[src/rtl/stochastic_rounding.sv]
`default_nettype none
// ============================================================================
//  Module   : stochastic_rounding
//  Purpose  : Registered stochastic rounder for signed fixed-point samples.
//             Drops DROP_BITS LSBs, rounding up with probability equal to the
//             dropped fraction, using a 16-bit Fibonacci LFSR as the random
//             source. The result keeps the input format with the low bits
//             zeroed and saturates on positive overflow.
//  Revision : 1.0 - initial release
// ============================================================================
module stochastic_rounding #(
    parameter int                    WIDTH      = 10,
    parameter int                    DROP_BITS  = 8,
    parameter int                    LFSR_WIDTH = 16,
    parameter logic [LFSR_WIDTH-1:0] SEED       = 16'hACE1
) (
    input  logic                  clk,
    input  logic                  rst_n,
    input  logic                  in_valid,
    input  logic [WIDTH-1:0]      in_data,
    input  logic                  seed_load,
    input  logic [LFSR_WIDTH-1:0] seed,
    output logic                  out_valid,
    output logic [WIDTH-1:0]      out_data
);

    // Width of the integer part kept after the fractional bits are dropped.
    localparam int c_BW = WIDTH - DROP_BITS;

    // Largest positive value representable in the kept integer field.
    localparam logic [c_BW-1:0] c_SAT_MAX = {1'b0, {(c_BW-1){1'b1}}};

    logic [LFSR_WIDTH-1:0] r_lfsr;
    logic                  r_out_valid;
    logic [WIDTH-1:0]      r_out_data;

    logic                  w_fb;
    logic [DROP_BITS-1:0]  w_rand;
    logic [DROP_BITS-1:0]  w_frac;
    logic [c_BW-1:0]       w_base;
    logic                  w_inc;
    logic [c_BW:0]         w_sum;
    logic                  w_ovf;
    logic [c_BW-1:0]       w_sat;

    // Feedback taps are for the x^16+x^14+x^13+x^11+1 polynomial, so the
    // LFSR must be at least 16 bits wide.
    assign w_fb   = r_lfsr[15] ^ r_lfsr[13] ^ r_lfsr[12] ^ r_lfsr[10];

    // Rounding uses the LFSR state before this cycle's advance or seed load.
    assign w_rand = r_lfsr[DROP_BITS-1:0];
    assign w_frac = in_data[DROP_BITS-1:0];

    // Taking the upper bits is an arithmetic shift right (floor toward -inf).
    assign w_base = in_data[WIDTH-1:DROP_BITS];
    assign w_inc  = (w_rand < w_frac);

    // One extra bit so that base+1 at the top of the range is visible.
    assign w_sum  = {w_base[c_BW-1], w_base} + {{c_BW{1'b0}}, w_inc};

    // Adding 0 or 1 can only overflow upward: sign bit clear, next bit set.
    assign w_ovf  = ~w_sum[c_BW] & w_sum[c_BW-1];
    assign w_sat  = w_ovf ? c_SAT_MAX : w_sum[c_BW-1:0];

    // LFSR: reset to SEED, load on seed_load (zero maps to SEED), advance per sample.
    always_ff @(posedge clk) begin
        if (!rst_n) begin
            r_lfsr <= SEED;
        end else if (seed_load) begin
            r_lfsr <= (seed == '0) ? SEED : seed;
        end else if (in_valid) begin
            r_lfsr <= {r_lfsr[LFSR_WIDTH-2:0], w_fb};
        end
    end

    // Output register: valid follows in_valid, data updates only on accepted samples.
    always_ff @(posedge clk) begin
        if (!rst_n) begin
            r_out_valid <= 1'b0;
            r_out_data  <= '0;
        end else begin
            r_out_valid <= in_valid;
            if (in_valid) begin
                r_out_data <= {w_sat, {DROP_BITS{1'b0}}};
            end
        end
    end

    assign out_valid = r_out_valid;
    assign out_data  = r_out_data;

endmodule
`default_nettype wire

[config.mk]
export PLATFORM = sky130hd
export DESIGN_NAME = stochastic_rounding
export DESIGN_NICKNAME = d
export VERILOG_FILES = /design/src/rtl/stochastic_rounding.sv
export SDC_FILE = /design/constraint.sdc
export NUM_CORES = 1
export LEC_CHECK = 0
export ABC_AREA = 1
export BUFFER_PORTS_ARGS = -buffer_cell sky130_fd_sc_hd__buf_2
export CAP_MARGIN = 20
export CORE_ASPECT_RATIO = 0.6
export CORE_MARGIN = 2
export CORE_UTILIZATION = 35
export CTS_BUF_LIST = sky130_fd_sc_hd__clkbuf_2
export CTS_CLUSTER_SIZE = 28
export DETAILED_ROUTE_END_ITERATION = 8
export PLACE_DENSITY = 0.57
export SLEW_MARGIN = 20
export SYNTH_ARGS = -nofsm -noshare
export SYNTH_HDL_FRONTEND = slang
export SYNTH_SLANG_ARGS = --single-unit
export TNS_END_PERCENT = 10
[constraint.sdc]
create_clock -name clk -period 2.6 [get_ports clk]
set_input_delay 0.13 -clock clk [delete_from_list [all_inputs] [get_ports clk]]
set_output_delay 0.13 -clock clk [all_outputs]
set_load 0.02 [all_outputs]
# Yosys cells after proc, flatten, opt, wreduce, memory -nomap -nowiden

Index checks and enable logic that the tools add are counted.

Multiplexer cells: 4
Bitwise logic cells: 5
Reduce and logical (&&, ||, !) cells: 2
$lt $le $gt $ge: 1
$add $sub $neg: 1

Operators by type and width:

| kind               | count |
|---|---|
| $mux W16           | 3 |
| $logic_not A16 Y1  | 1 |
| $lt A8 B8 Y1       | 1 |
| $add A2 B2 Y3      | 1 |
| $xor A1 B1 Y1      | 3 |
| $mux W2            | 1 |
| $reduce_bool A2 Y1 | 1 |
| $and A1 B1 Y1      | 1 |
| $not A1 Y1         | 1 |

Input bits: 30
Output and inout bits: 11
Register bits after elaboration: 19
Logic and storage cells: 16

# Depth between registers and ports, before layout

Gate-level depths: netlist (run 1).

Depth after elaboration: 5
Gate-level depth with buffers: 12

# Worst setup path before layout (run 1)

Ideal clock, no wire load.

Path type: reg2reg
Start: reg r_lfsr[7]
End: reg r_out_data[8], in the netlist out_data[8]
Path buffers: 0
Arrival: 1.331 ns
Stages on the path, launching flop included: 8
Required time: 2.478 ns
Setup slack: 1.147 ns
Period minus slack after synthesis: 1.453 ns
Path through: dfxtp_1 -> ha_1 -> a21oi_1 -> o21ai_0 -> a21oi_1 -> ha_1 -> o21ai_0 -> a21oi_1

Longest elaborated chain between the ends: 5

Ends and longest elaborated chain:

| item                   | RTL line | source |
|---|---|---|
| from (decl)            | 33       | `logic [LFSR_WIDTH-1:0] r_lfsr;` |
| from (signal assigned) | 70       | `r_lfsr <= (seed == '0) ? SEED : seed;` |
| from (signal assigned) | 72       | `r_lfsr <= {r_lfsr[LFSR_WIDTH-2:0], w_fb};` |
| $lt A8 B8 Y1 (*)       | 56       | `assign w_inc = (w_rand < w_frac);` |
| $add A2 B2 Y3 (*)      | 59       | `assign w_sum = {w_base[c_BW-1], w_base} + {{c_BW{1'b0}}, w_inc};` |
| $not A1 Y1             | 62       | `assign w_ovf = ~w_sum[c_BW] & w_sum[c_BW-1];` |
| $and A1 B1 Y1          | 62       |  |
| $mux W2 (*)            | 63       | `assign w_sat = w_ovf ? c_SAT_MAX : w_sum[c_BW-1:0];` |
| to (signal assigned)   | 84       | `r_out_data <= {w_sat, {DROP_BITS{1'b0}}};` |
| to (decl)              | 35       | `logic [WIDTH-1:0] r_out_data;` |

Mark *: on every way between the ends. The rest lies on a longest branch, timed or not.
A chain may end at the register's enable or synchronous reset.

# Final worst setup path (run 1)

Same ends and word-level chain as after synthesis.

==> flow_summary.json, run 1 <==
{
  "ir_drop_mv": 0.1624,
  "die_x_um": 82.11,
  "coreArea_um2": 3383,
  "synthCells": 194,
  "finalPower_w": 0.0006271,
  "cts_resized": 0,
  "critPathRequiredTime_ns": 2.80,
  "die_area_um2": 4177,
  "ios": 41,
  "r2r_end": "out_data[8]$_SDFFE_PN0P_",
  "grt_pass1_vias": 966,
  "holdWs_ns": 0.04815,
  "fp.dieH_um": 50.87,
  "regToRegStartpoint": "r_lfsr[7]$_SDFFE_PN1P_",
  "final_max_slew_viol_count": 0,
  "cts_inserted_buffers": 3,
  "placed_area_um2": 1410,
  "clockBufferDepth": 2,
  "grt_max_degree": 20,
  "wl_per_cell_um": 10.91,
  "setup_viol": 0,
  "clkTransAtPathRegs_ns": 0.17,
  "worstPathMaxFanout": 3,
  "fp-row-count": 16,
  "ys_seq_elements": 19,
  "place.gp.congestion": 0.7639,
  "syn_area_per_cell_um2": 6.604,
  "critPathKind": "flip-flop to flip-flop",
  "drive_above_1_share": 0.2018,
  "yosys.cell_types.count": 19,
  "dp_hpwl_um": 2217,
  "ant_nets": 0,
  "viasPerCell": 4.474,
  "yosysSeqAreaShare": 0.2969,
  "hp-class": "input port to flip-flop",
  "async_reset_ff_frac": 0,
  "fin_area_um2": 1430,
  "via_count": 1199,
  "endpoint_kind": "flip-flop",
  "wl_um": 2924,
  "clock_skew_ns": 0.008737,
  "first_pass_iters": 4,
  "start_kind": "flip-flop",
  "rsz0062_at_grt": "false",
  "tns_ns": 0,
  "ff2ff_setup_slack_ns": 0.96,
  "synth_top_flop_cell": "dfxtp_1",
  "leakage_nw": 0.7728,
  "gr-total-overflow": 0,
  "drtIter0Drc": 66,
  "drv_cap": 0,
  "n_antenna_cell": 0,
  "gr-usage-all-layers": 0.1447,
  "yosysWarnings": 0,
  "synth_edf_count": 0,
  "crit_end": "out_data[8]$_SDFFE_PN0P_",
  "max_freq_ghz": 0.6109,
  "hold_buffers": 0,
  "fin_nets": 262,
  "status": "complete, no violations",
  "preCtsSetupSlack_ns": 0.9857,
  "layout_min_cycle_time_ns": 1.637,
  "syn_area_um2": 1281,
  "clk-insertion-delay-late_ns": 0.30,
  "io_buffers": 32,
  "post-route-period-util": 0.6296,
  "cts_tree": "built",
  "finalWorstSetupSlack_ns": 0.9630,
  "crit_start": "r_lfsr[7]$_SDFFE_PN1P_",
  "cts.sinks": 19,
  "reg2regPathDepth": 7,
  "cts_root_buf": "clkbuf_2",
  "areaGrowthSynthToFinish_pct": 11.62,
  "h-tree-depth": 1,
  "final_hold_viol_count": 0,
  "initial_core_util": 0.3787,
  "route.detailed.drc": 0,
  "power.density_nw_per_um2": 438.5,
  "cp.arrival_ns": 1.84,
  "postCtsSetupRepairBufs": 0,
  "grt_pass1_wl_um": 4471,
  "hp-start": "seed[12]",
  "worstHoldPathCells": 3,
  "antenna_found_initial": 0
}
[routing by layer]
metal	wire length (µm)	GRT usage	vias to the layer above
li1	-	-	667
met1	1579	0.2217	500
met2	1100	0.1938	30
met3	230	0.04947	2
met4	13	0.02500	0
met5	0	0	-
[layout by cell type (no fill, tap or decap)]
cell	instances
ha_1	8
o21ai_2	5
inv_1	18
a31oi_1	1
buf_2	32
clkinv_1	2
nand3_1	8
clkbuf_2	4
nor2_1	24
conb_1	8
nand2_1	56
inv_4	2
o21ai_0	11
a21oi_1	20
dfxtp_1	19
o221ai_2	1
nor3_1	3
nor2_8	1
[worst min-delay path by stage]
stage | endpoint | slack, ns
2_1_floorplan | r_lfsr[12]$_SDFFE_PN0P_ | 0.26
3_3_place_gp | r_lfsr[9]$_SDFFE_PN0P_ | 0.39
3_5_place_dp | r_lfsr[12]$_SDFFE_PN0P_ | 0.39
4_1_cts | r_lfsr[12]$_SDFFE_PN0P_ | 0.04
5_1_grt | r_lfsr[12]$_SDFFE_PN0P_ | 0.02
6_report | r_lfsr[12]$_SDFFE_PN0P_ | 0.05
[stage by stage]
stage,instances,util
2_1_floorplan,201,-
3_3_place_gp,264,0.4168
3_5_place_dp,264,0.4168
4_1_cts,268,0.4227
5_1_grt,268,0.4227
6_report,268,0.4227
[synthesized netlist by cell type (2+ instances only)]
master	n	area [µm²]
clkinv_1	2	7.510
o21ai_0	11	55.05
nand3_1	8	40.04
inv_4	2	12.51
nor2_1	24	90.09
nand2_1	56	210.2
a21oi_1	20	100.1
ha_1	8	100.1
o21ai_2	5	43.79
dfxtp_1	19	380.4
inv_1	18	67.56
buf_6	3	33.78
buf_4	10	75.07
nor3_1	3	15.01
[layout make-up]
class	instances	area [µm²]
inverter	22	87.58
sequential	19	380.4
timing repair buffer	32	160.2
tap	45	56.30
multi-input combinational	146	725.7
fill	382	1953
clock buffer	4	20.02
[flip-flops by register name (all words and copies together) (netlist names)]
signal,count
r_lfsr,16
out_valid,1
out_data,2
[worst max-delay path, stage by stage, from the launching register on]
cell,delay (ns)
dfxtp_1,0.36
ha_1,0.29
a21oi_1,0.16
o21ai_0,0.10
a21oi_1,0.14
ha_1,0.24
o21ai_0,0.16
a21oi_1,0.08
[power breakdown]
group | switching, W | internal, W | leakage [nW] | total (W)
registers | 0.0000177 | 0.000315 | 0.158 | 0.000333
logic | 0.000103 | 0.0000646 | 0.598 | 0.000168
clock network | 0.0000859 | 0.0000408 | 0.0166 | 0.000127
[cells by family after synthesis]
group | Yosys count | share of synthesized area
AND/OR/NAND/NOR | 92 | 0.2930
AO/OA/AOI/OAI | 38 | 0.1719
buffers and inverters | 36 | 0.1572
flip-flops | 19 | 0.2969
adder cells (fa/ha/maj) | 8 | 0.07813
other | 1 | 0.002927
(Power assumes the default switching activity.)
==> run 2, diff against run 1 <==
Settings changed: PLACE_DENSITY 0.57 to 0.59.
Clock period 2.6 ns to 1.5 ns, I/O delays scaled along.
==> run 2 against run 1 <==
Compared with the run above: the run now ends with setup timing left; non-clock buffer count is 10 higher; sequential power is 74% higher; sequential cell count unchanged; combinational power grew 120%; sequential share of layout area fell by 2.6 points; critical path depth rose by 2; critical endpoint unchanged; first-iteration DRC count fell by 55%; final area rose by 12%; core utilization is 5.2 points higher; routed wire length increased by 6.7%; global-route usage grew 0.60 points; register-to-register slack got worse by 1.0 ns.
==> flow_summary.json, run 2 (same netlist as run 1, synthesis figures left out) <==
{
  "multiInputGateArea_um2": 812.0,
  "drive_above_1_share": 0.3047,
  "grt_pass1_wl_um": 4705,
  "hp-class": "input port to flip-flop",
  "dp_hpwl_um": 2304,
  "clockBufferDepth": 2,
  "h-tree-depth": 1,
  "postCtsSetupRepairBufs": 0,
  "slowest_stage": "dfxtp_2",
  "seq_area_um2": 385.4,
  "first_pass_iters": 4,
  "rsz0062_at_grt": "true",
  "max_stage_delay_ns": 0.39,
  "endpoint_kind": "flip-flop",
  "cts_root_buf": "clkbuf_2",
  "mostFrequentLayoutCells": "54 x nand2_1, 32 x buf_2, 22 x nor2_1",
  "antenna_found_initial": 0,
  "via_count": 1249,
  "initial_core_util": 0.3787,
  "coreArea_um2": 3383,
  "ir_drop_mv": 0.2870,
  "cts_inserted_buffers": 3,
  "wl_um": 3120,
  "ff2ff_setup_slack_ns": -0.04,
  "utilization": 0.4749,
  "cts_tree": "built",
  "die_area_um2": 4177,
  "power.density_nw_per_um2": 727.7,
  "place.gp.congestion": 0.7782,
  "final_max_slew_viol_count": 0,
  "viasPerCell": 4.493,
  "grt_max_degree": 20,
  "leakage_nw": 0.8196,
  "finalPower_w": 0.001169,
  "worstHoldPathCells": 3,
  "io_buffers": 32,
  "clkTransAtPathRegs_ns": 0.18,
  "status": "finished, violations left",
  "post-route-period-util": 1.025,
  "drv_cap": 0,
  "cts.sinks": 19,
  "start_kind": "flip-flop",
  "max_freq_ghz": 0.6503,
  "top_register": "r_lfsr",
  "drtIter0Drc": 30,
  "n_fill_cell": 351,
  "clk-insertion-delay-late_ns": 0.31,
  "reg2regPathDepth": 9,
  "min_to": "r_lfsr[3]$_SDFFE_PN0P_",
  "fin_nets": 272,
  "ant_nets": 0,
  "cp_cell_sequence": "ha_4 > nand2_1 > nand2_1 > nand3_2 > nand2_2 > a21oi_2 > ha_2 > o21ai_1 > a21oi_1",
  "layout_min_cycle_time_ns": 1.538,
  "critPathRequiredTime_ns": 1.72,
  "setup_viol": 1,
  "cp.arrival_ns": 1.76,
  "die_x_um": 82.11,
  "route.detailed.drc": 0,
  "hp-start": "seed[3]",
  "largest_reg_flops": 16,
  "ios": 41,
  "regToRegStartpoint": "r_lfsr[1]$_SDFFE_PN0P_",
  "clock_skew_ns": 0.006244,
  "gr-total-overflow": 0,
  "worstPathMaxFanout": 2,
  "fp.dieH_um": 50.87,
  "areaGrowthSynthToFinish_pct": 25.39,
  "n_antenna_cell": 0,
  "finalWorstSetupSlack_ns": -0.03780,
  "grt_pass1_vias": 1024,
  "wl_per_cell_um": 11.22,
  "fp-row-count": 16,
  "gr-usage-all-layers": 0.1507,
  "final_hold_viol_count": 0,
  "critPathKind": "flip-flop to flip-flop",
  "violations": "setup timing",
  "final_common_cell": "nand2_1",
  "r2r_end": "out_data[8]$_SDFFE_PN0P_",
  "path_common_cell": "nand2_1"
}
run 2: per-stage QoR:
step	hold slack (ns)	setup TNS (ns)	setup slack (ns)	std cells	area (µm²)
after floorplan	0.2070	0	0.04711	201	1308
after global placement	0.3402	-0.05527	-0.05527	270	1455
after detailed placement	0.3351	-0.07988	-0.07988	270	1455
after CTS	0.01108	-0.01935	-0.01935	278	1535
after global routing	0.0004720	-0.1389	-0.1389	278	1607
final	0.02435	-0.03780	-0.03780	278	1607
run 2: report_power, final:
group          switching (W)  internal (W)  leakage [nW]
clock               0.000155     0.0000706        0.0166
combinational       0.000209      0.000156         0.645
sequential         0.0000311      0.000547         0.158
total               0.000395      0.000774         0.820
run 2: worst max path at each step:
stage / start / to
final: r_lfsr[1]$_SDFFE_PN0P_ / out_data[8]$_SDFFE_PN0P_
after global routing: r_lfsr[1]$_SDFFE_PN0P_ / out_data[8]$_SDFFE_PN0P_
after CTS: r_lfsr[1]$_SDFFE_PN0P_ / out_data[8]$_SDFFE_PN0P_
after detailed placement: r_lfsr[7]$_SDFFE_PN1P_ / out_data[8]$_SDFFE_PN0P_
after global placement: r_lfsr[7]$_SDFFE_PN1P_ / out_data[8]$_SDFFE_PN0P_
after floorplan: r_lfsr[7]$_SDFFE_PN1P_ / out_data[8]$_SDFFE_PN0P_
run 2: repair_timing:
item,in CTS,in global routing
setup endpoints to repair,1,2
gates resized for setup,10,12
pin swaps,6,11
hold endpoints to repair,4,0
hold buffers,4,0
run 2: worst max-delay path, delay by kind of cell (launching register included):
| kind | cells | cell delay (ns) |
|---|---|---|
| flops | 1 | 0.39 |
| compound gates | 3 | 0.34 |
| simple gates | 4 | 0.25 |
| fa+ha+maj | 2 | 0.47 |
run 2: metal layers:
layer / part of all wire / GRT usage / up-vias
li1: - / - / 680
met4: 0.0042 / 0.02500 / 0
met5: 0 / 0 / -
met3: 0.073 / 0.05124 / 2
met1: 0.53 / 0.2291 / 531
met2: 0.39 / 0.2046 / 36
run 2: area by class of cell:
type,count,area share
clock buffer,4,0.01246
inverter,22,0.05452
multi-input combinational,146,0.5055
sequential,19,0.2399
tap,45,0.03505
timing repair buffer,42,0.1526
==> run 3, diff against run 2 <==
Settings changed: SETUP_SLACK_MARGIN set to 0.4.
==> run 3 against run 2 <==
Compared with the run above: the run now ends clean; highest routed layer unchanged; worst hold slack gained 0.0060 ns; register-to-register slack gained 0.05 ns; clock skew grew 0.0083 ns; first-iteration DRC count grew to 2.6 times the previous value; final cell count is the same; largest power group unchanged; sequential power is essentially flat; routed wire length is essentially flat; clock power grew 3%; non-clock buffer count is the same; clock-buffer cell count shrank 1.
==> flow_summary.json, run 3 (same netlist as run 1, synthesis figures left out) <==
{
  "wl_per_cell_um": 11.23,
  "max_stage_delay_ns": 0.38,
  "drv_cap": 0,
  "reg2regPathDepth": 7,
  "dp_cells": 265,
  "fp.dieH_um": 50.87,
  "wl_um": 3122,
  "worstPathMaxFanout": 3,
  "start_kind": "flip-flop",
  "final_common_cell": "nand2_1",
  "preCtsSetupSlack_ns": 0.01228,
  "post-route-period-util": 0.9892,
  "cts_inserted_buffers": 3,
  "fp-row-count": 16,
  "areaGrowthSynthToFinish_pct": 23.93,
  "ios": 41,
  "endpoint_kind": "flip-flop",
  "grt_pass1_wl_um": 4961,
  "drtIter0Drc": 79,
  "seq_area_um2": 390.4,
  "mostFrequentLayoutCells": "56 x nand2_1, 32 x buf_2, 24 x nor2_1",
  "clockBufferDepth": 2,
  "power.density_nw_per_um2": 724.2,
  "multiInputGateArea_um2": 783.3,
  "ir_drop_mv": 0.2787,
  "clock_skew_ns": 0.01454,
  "worstHoldPathCells": 3,
  "top_register": "r_lfsr",
  "h-tree-depth": 1,
  "route.detailed.drc": 0,
  "setup_viol": 0,
  "die_x_um": 82.11,
  "grt_pass1_vias": 1047,
  "crit_buf_inv": 0,
  "place.gp.congestion": 0.7603,
  "r2r_end": "out_data[8]$_SDFFE_PN0P_",
  "gr-total-overflow": 0,
  "stdcell_count": 278,
  "via_count": 1245,
  "hp-start": "seed[2]",
  "io_buffers": 32,
  "clkTransAtPathRegs_ns": 0.20,
  "slowest_stage": "dfxtp_2",
  "gr-usage-all-layers": 0.1601,
  "max_freq_ghz": 0.6740,
  "cts.sinks": 19,
  "cts_tree": "built",
  "critPathKind": "flip-flop to flip-flop",
  "tns_ns": 0,
  "first_pass_iters": 4,
  "crit_family": "adder cells",
  "utilization": 0.4693,
  "ant_nets": 0,
  "coreArea_um2": 3383,
  "leakage_nw": 0.8181,
  "rsz0062_at_grt": "true",
  "drive_above_1_share": 0.2532,
  "regToRegStartpoint": "r_lfsr[7]$_SDFFE_PN1P_",
  "hp-class": "input port to flip-flop",
  "largest_reg_flops": 16,
  "viasPerCell": 4.478,
  "status": "complete, no violations",
  "finalPower_w": 0.001150,
  "n_fill_cell": 349,
  "antenna_found_initial": 0,
  "die_area_um2": 4177,
  "fin_nets": 272,
  "n_antenna_cell": 0,
  "dp_hpwl_um": 2298,
  "cp_cell_sequence": "ha_4 > nand2_1 > nor2_1 > a21oi_2 > ha_1 > o21ai_1 > a21oi_1",
  "initial_core_util": 0.3787,
  "cp.arrival_ns": 1.73,
  "finalWorstSetupSlack_ns": 0.01625,
  "min_to": "r_lfsr[2]$_SDFFE_PN0P_",
  "final_max_slew_viol_count": 0,
  "cts_root_buf": "clkbuf_2",
  "final_hold_viol_count": 0,
  "grt_max_degree": 20,
  "clk-insertion-delay-late_ns": 0.33,
  "layout_min_cycle_time_ns": 1.484,
  "critPathRequiredTime_ns": 1.74,
  "ff2ff_setup_slack_ns": 0.02
}
==> run 3: repair_timing <==
action,CTS,global route
pin swaps,5,0
cloned,0,0
setup endpoints to repair,2,2
resized for setup,4,1
hold buffers,5,1
endpoints found under the hold margin,5,1
setup buffers,3,0
==> run 3: layout make-up <==
class | instances | area share
multi-input cells | 146 | 0.4933
flip-flops and latches | 19 | 0.2459
repair buffers | 42 | 0.1576
inverters | 22 | 0.05516
well taps | 45 | 0.03546
clock buffers | 3 | 0.009456
clock inverters | 1 | 0.003152
==> run 3: how the worst max path moves through the flow <==
stage / cells past startpoint / startpoint / slack [ns] / to
after detailed placement: 9 / r_lfsr[7]$_SDFFE_PN1P_ / 0.01 / out_data[8]$_SDFFE_PN0P_
after floorplan: 11 / r_lfsr[1]$_SDFFE_PN0P_ / 0.11 / out_data[8]$_SDFFE_PN0P_
final: 7 / r_lfsr[7]$_SDFFE_PN1P_ / 0.02 / out_data[8]$_SDFFE_PN0P_
after global routing: 9 / r_lfsr[1]$_SDFFE_PN0P_ / -0.08 / out_data[8]$_SDFFE_PN0P_
after global placement: 9 / r_lfsr[1]$_SDFFE_PN0P_ / -0.009 / out_data[8]$_SDFFE_PN0P_
after CTS: 9 / r_lfsr[1]$_SDFFE_PN0P_ / 0.01 / out_data[8]$_SDFFE_PN0P_
==> run 3: worst reg2reg max path: stages, from the launching register on <==
cell     delay, ns
dfxtp_2       0.38
ha_4          0.26
nand2_1       0.08
nor2_1        0.15
a21oi_2       0.07
ha_1          0.27
o21ai_1       0.13
a21oi_1       0.07
==> run 3: layer usage <==
metal	vias up	part of all wire	GRT usage
met4	0	0.0042	0.02500
met1	518	0.53	0.2620
met2	42	0.39	0.2046
li1	683	-	-
met3	2	0.079	0.04240
met5	-	0	0
==> run 3: where the power goes <==
part | internal, W | total [W] | switching (W)
registers | 0.000546 | 0.000578 | 0.0000317
logic | 0.000144 | 0.000338 | 0.000194
clock network | 0.0000604 | 0.000233 | 0.000173
total | 0.000751 | 0.00115 | 0.000399
==> run 3: metrics by stage <==
step                cell area, µm²  hold WS [ns]
finish                        1588       0.03036
global route                  1588      0.005063
global placement              1473        0.3306
floorplan                     1363        0.2070
detailed placement            1473        0.3331
CTS                           1578      0.006634
